File: src/rtl/dest_scoreboard_pkg.sv
// Shared pipeline constants: register file geometry and the hard-wired
// zero register. The destination pipeline registers and the scoreboard
// both take these values from here so that they always agree.
package dest_scoreboard_pkg;

   // Number of architectural registers.
   localparam int NREGS = 32;

   // Width of a register address.
   localparam int AW = 5;

   // Register 0 always reads as zero, so it is never tracked as pending.
   localparam logic [AW-1:0] REG_ZERO = '0;

endpackage : dest_scoreboard_pkg

File: src/rtl/sb_decode.sv
// Binary-to-one-hot decoder with an enable input. When the enable is low,
// every output bit is 0. The scoreboard uses one instance for the set path
// and one for the clear path.
module sb_decode #(
   parameter int N = 32,
   parameter int W = 5
) (
   input  logic         en_i,
   input  logic [W-1:0] addr_i,
   output logic [N-1:0] oh_o
);

   genvar gi;
   generate
      for (gi = 0; gi < N; gi++) begin : g_dec
         // Each output bit is high only when enabled and its index is addressed.
         assign oh_o[gi] = en_i & (addr_i == W'(gi));
      end
   endgenerate

endmodule : sb_decode

File: src/rtl/dest_scoreboard.sv
// Destination-register scoreboard. It tracks which architectural registers
// have a write in flight and stalls issue on RAW and WAW hazards.
// A writeback in the same cycle is bypassed into the hazard check, so a
// waiting instruction can issue in the same cycle its operand retires.
// issue_ready is combinational and also acts as the load enable for the
// downstream destination register. A stalled request is held upstream;
// this block keeps no copy of it.
module dest_scoreboard
   import dest_scoreboard_pkg::*;
#(
   parameter int NREGS = dest_scoreboard_pkg::NREGS,
   parameter int AW    = dest_scoreboard_pkg::AW
) (
   input  logic          clk,
   input  logic          reset,
   input  logic          issue_valid,
   input  logic [AW-1:0] issue_rd,
   input  logic          issue_we,
   input  logic [AW-1:0] issue_rs1,
   input  logic [AW-1:0] issue_rs2,
   input  logic          use_rs1,
   input  logic          use_rs2,
   output logic          issue_ready,
   input  logic          wb_valid,
   input  logic [AW-1:0] wb_rd,
   input  logic          flush,
   output logic [AW:0]   busy_cnt,
   output logic          err_spurious
);

   // Register 0, widened or narrowed to this instance's address width.
   localparam logic [AW-1:0] RZ = AW'(REG_ZERO);

   logic [NREGS-1:0] busy_q, busy_d;
   logic [AW:0]      cnt_q, cnt_d;
   logic             err_q, err_d;

   logic [NREGS-1:0] wb_oh;      // one-hot of the writeback target
   logic [NREGS-1:0] set_oh;     // one-hot of an accepted, tracked issue
   logic [NREGS-1:0] busy_byp;   // busy as it looks after this cycle's writeback
   logic [NREGS-1:0] clr_vec;    // writeback that hits a pending bit
   logic [NREGS-1:0] set_eff;    // set that turns an idle bit busy
   logic [NREGS-1:0] clr_eff;    // clear that is not overridden by a set
   logic             hazard;
   logic             set_en;

   // Clear path: the decoder follows wb_valid so the bypass still sees the
   // writeback. Flush masking is applied later in the next-state logic.
   sb_decode #(.N(NREGS), .W(AW)) u_clr_dec (
      .en_i   (wb_valid),
      .addr_i (wb_rd),
      .oh_o   (wb_oh)
   );

   // Set path: only an accepted writer of a non-zero register is tracked.
   sb_decode #(.N(NREGS), .W(AW)) u_set_dec (
      .en_i   (set_en),
      .addr_i (issue_rd),
      .oh_o   (set_oh)
   );

   assign busy_byp = busy_q & ~wb_oh;

   assign hazard = (busy_byp[issue_rs1] & use_rs1)
                 | (busy_byp[issue_rs2] & use_rs2)
                 | (busy_byp[issue_rd]  & issue_we);

   assign issue_ready = issue_valid & ~hazard & ~flush;

   assign set_en  = issue_valid & issue_ready & issue_we & (issue_rd != RZ);
   assign clr_vec = wb_oh & busy_q;

   // A set that targets a bit being cleared in the same cycle wins.
   // That pair leaves the bit busy and the count unchanged.
   assign set_eff = set_oh & ~busy_q;
   assign clr_eff = clr_vec & ~set_oh;

   // Next-state logic for the busy vector, the pending count and the sticky error flag.
   always_comb begin
      busy_d = busy_q;
      cnt_d  = cnt_q;
      err_d  = err_q;
      if (flush) begin
         // Flush drops every pending write. The issue and writeback ports
         // are ignored this cycle, and the error flag keeps its value.
         busy_d = '0;
         cnt_d  = '0;
      end else begin
         busy_d    = (busy_q & ~clr_vec) | set_oh;
         busy_d[0] = 1'b0;
         cnt_d     = cnt_q + {{AW{1'b0}}, |set_eff} - {{AW{1'b0}}, |clr_eff};
         if (wb_valid && (wb_rd != RZ) && !busy_q[wb_rd]) begin
            err_d = 1'b1;
         end
      end
   end

   // State register. An active-low reset clears everything at once.
   always_ff @(posedge clk or negedge reset) begin
      if (!reset) begin
         busy_q <= '0;
         cnt_q  <= '0;
         err_q  <= 1'b0;
      end else begin
         busy_q <= busy_d;
         cnt_q  <= cnt_d;
         err_q  <= err_d;
      end
   end

   assign busy_cnt     = cnt_q;
   assign err_spurious = err_q;

endmodule : dest_scoreboard

File: config.mk
export PLATFORM = sky130hd
export DESIGN_NAME = dest_scoreboard
export DESIGN_NICKNAME = d
export VERILOG_FILES = /design/src/rtl/dest_scoreboard_pkg.sv /design/src/rtl/sb_decode.sv /design/src/rtl/dest_scoreboard.sv
export SDC_FILE = /design/constraint.sdc
export NUM_CORES = 1
export LEC_CHECK = 0
export CORE_MARGIN = 2
export CORE_UTILIZATION = 41
export DETAILED_ROUTE_END_ITERATION = 12
export HOLD_SLACK_MARGIN = 0.02
export PLACE_DENSITY = 0.64
export SETUP_SLACK_MARGIN = 0.2
export SYNTH_ARGS = -nofsm -noshare
export SYNTH_HDL_FRONTEND = slang
export SYNTH_SLANG_ARGS = --single-unit
File: constraint.sdc
create_clock -name clk -period 7.9 [get_ports clk]
set_clock_uncertainty 0.2 [all_clocks]
set_input_delay 0.79 -clock clk [delete_from_list [all_inputs] [get_ports clk]]
set_output_delay 0.79 -clock clk [all_outputs]
set_load 0.005 [all_outputs]
==> results of run 1 <==
[cell type report]
| type | count | share of cell area (%) |
|---|---|---|
| multi-input combinational | 456 | 62.6 |
| sequential | 38 | 20.0 |
| timing repair buffer | 59 | 11.0 |
| tap | 133 | 3.50 |
| clock buffer | 5 | 1.45 |
| inverter | 15 | 1.18 |
| clock inverter | 2 | 0.210 |
[registers in the layout, indices dropped and copies added (netlist names)]
signal	count
busy_cnt	6
busy_q	31
err_spurious	1
[placed cells by master, fill, tap and decap left out, types with 10 or more instances in the layout]
cell type,instances
o21ai_0,40
nand2_1,61
nand4_1,13
nand3_1,32
clkdlybuf4s50_1,34
a211oi_1,10
nor2b_1,21
inv_1,15
dfrtp_1,38
mux2i_1,18
o211ai_1,20
o22ai_1,14
buf_4,24
o2111ai_1,15
nor2_1,36
a21oi_1,44
[logic make-up after synthesis]
| family | Yosys count | share of synthesized area [%] |
|---|---|---|
| adder cells (fa/ha/maj) | 7 | 2.29 |
| flip-flops | 38 | 22.9 |
| multiplexers | 30 | 10.0 |
| AO/OA/AOI/OAI | 196 | 31.2 |
| XOR/XNOR | 8 | 1.69 |
| buffers and inverters | 58 | 5.45 |
| AND/OR/NAND/NOR | 215 | 26.5 |
[layer usage]
| metal | GRT usage [%] | vias up | routed length (microns) |
|---|---|---|---|
| met5 | 0 | - | 0 |
| met4 | 17.3 | 0 | 1220 |
| met3 | 8.17 | 97 | 2220 |
| met2 | 47.4 | 413 | 7410 |
| met1 | 45.7 | 2391 | 7430 |
| li1 | - | 2164 | - |
[stage by stage]
step | power [W] | std cells | instance area [sq um] | setup WS (ps)
after CTS | 0.000496 | 708 | 4760 | 1050
after detailed placement | 0.000359 | 701 | 4680 | 761
after floorplan | 0.000296 | 552 | 4160 | 2350
after global routing | 0.000518 | 708 | 4760 | 508
after global placement | 0.000362 | 701 | 4680 | 704
final | 0.000500 | 708 | 4760 | 914
[worst max-delay path, stage by stage]
cell	delay, ps
clkdlybuf4s50_1	770
nand4bb_1	690
o21ai_0	580
o22ai_1	160
o311ai_0	460
o221ai_1	260
nor4_4	500
nand2_1	160
a221oi_1	400
o2111ai_1	170
or4_1	520
ha_1	290
inv_1	40
ha_1	210
fa_1	440
a21oi_1	150
nor2_1	60
nor2_1	110
xor2_1	150
nor2_1	50
[final timing paths]
kind | cells after the start | endpoint
min in group asynchronous | 1 | busy_q[8]
min | 1 | err_spurious
min reg2reg | 1 | err_spurious
max in group asynchronous | 1 | busy_q[18]
max reg2reg | 18 | busy_cnt[4]
max | 20 | busy_cnt[4]
[power by group]
group | internal (W) | switching [W]
registers | 0.000199 | 0.00000489
logic | 0.0000608 | 0.0000960
clock network | 0.0000595 | 0.0000799
total | 0.000320 | 0.000181
==> impl_metrics.yaml, run 1 <==
yosys:
  synth_cell_type_count: 57
  synth.area.top_cells: "dfrtp_1 (23%), nand2_1 (5.5%), a21oi_1 (5.3%), mux4_2 (4.9%), o21ai_0 (4.8%)"
  mappedNetlistArea_sq_mm: 0.00416
  yosys_warnings: 0
  yosysMostFrequentCell: "nand2_1"
  synth_top_area_share_pct: 22.9
  yosysTopAreaCell: "dfrtp_1"
  syn_inst: 552
  synthTopCellsByCount: "nand2_1 (61), a21oi_1 (44), o21ai_0 (40), dfrtp_1 (38), nor2_1 (36)"
  yosysSeqAreaShare_pct: 22.9
  postSynth.asyncResetShare_pct: 100
  synth_ff_type: "dfrtp_1"
  synth_edf_count: 0
  syn_nets: 587
  ys_seq_elements: 38
  syn_area_per_cell_sq_um: 7.53
cts:
  cts_inserted_buffers: 5
  cts_hold_buffers: 0
  h-tree-depth: 2
  clkSlewWorstSetupHoldPaths_ps: 90
  tritoncts: "yes"
  post-cts-setup-buffer-count: 0
  clock_latency_ps: 310
  cts_resized: 0
  cts.path.max_buffers: 2
  cts_root_buf: "clkbuf_8"
  clkSinkCount: 38
global_route:
  grtUsageTotal_pct: 33.1
  overflow: 0
  antenna_found_initial: 0
  grt_max_degree: 39
  grt_pass1_vias: 4705
  grt_pass1_wl_mm: 27.8
final_layout:
  multi_input_area_sq_mm: 0.00298
  nets: 610
  drive_gt1_share_pct: 8.70
  utilization_pct: 48.5
  areaGrowthSynthToFinish_pct: 14.4
  nFillCells: 1033
  antennaDiodeCount: 0
  register_area_sq_um: 951
power:
  powerDensity_mw_per_mm2: 105
  ir_drop_mv: 0.104
  cellLeakagePower_nw: 1.70
floorplanning:
  die_width_microns: 105
  die_area_sq_mm: 0.0110
  rows: 36
  start_util_pct: 42.3
  core_sq_mm: 0.00982
  dieHeight_microns: 105
  num_io_pins: 36
sta:
  finalSetupTns_ps: 0
  hold_viol: 0
  timing.hold.ws_ps: 283
  post-route-period-util_pct: 88.4
  finalSetupViolations: 0
  rsz0062_at_grt: "false"
  fmax_mhz: 143
  relSlewSlack_pct: 39.7
  worst_slew_pin_slew_ps: 905
  period_minus_slack_ps: 6990
  slew_violations: 0
setup_path:
  cp-end-kind: "flop"
  startpoint: "wb_rd[4]"
  r2r_setup_slack_ps: 2740
  worstSetupPathType: "in2reg"
  crit_arrival_ps: 6970
  critPathRequiredTime_ps: 7890
  cp-start-kind: "primary input"
  path_max_fanout: 15
  worst_r2r_startpoint: "busy_q[15]"
status:
  status: "complete, no violations"
worst_hold_path:
  hold_class: "reg2reg"
  hold_path.startpoint: "err_spurious"
route:
  drt_pass1_iterations: 5
  drt_wl_total_mm: 18.3
  drc: 0
  ant_nets: 0
  drt_iter0_drc: 739
  viasPerCell: 7.15
  wl_per_cell_microns: 25.8
  num_vias: 5065
job:
  cap_violations: 0
placed_design:
  io_buffer_count: 35
  hpwlAfterDp_mm: 13.8
  place_congestion: 1.05
No activity file was read; power rests on OpenSTA's default activity.
==> run 2, diff against run 1 <==
Settings changed: HOLD_SLACK_MARGIN 0.02 to unset, TNS_END_PERCENT set to 100.
==> results of run 2 <==
The final DEF is identical to that of run 1; final timing and power are the same.
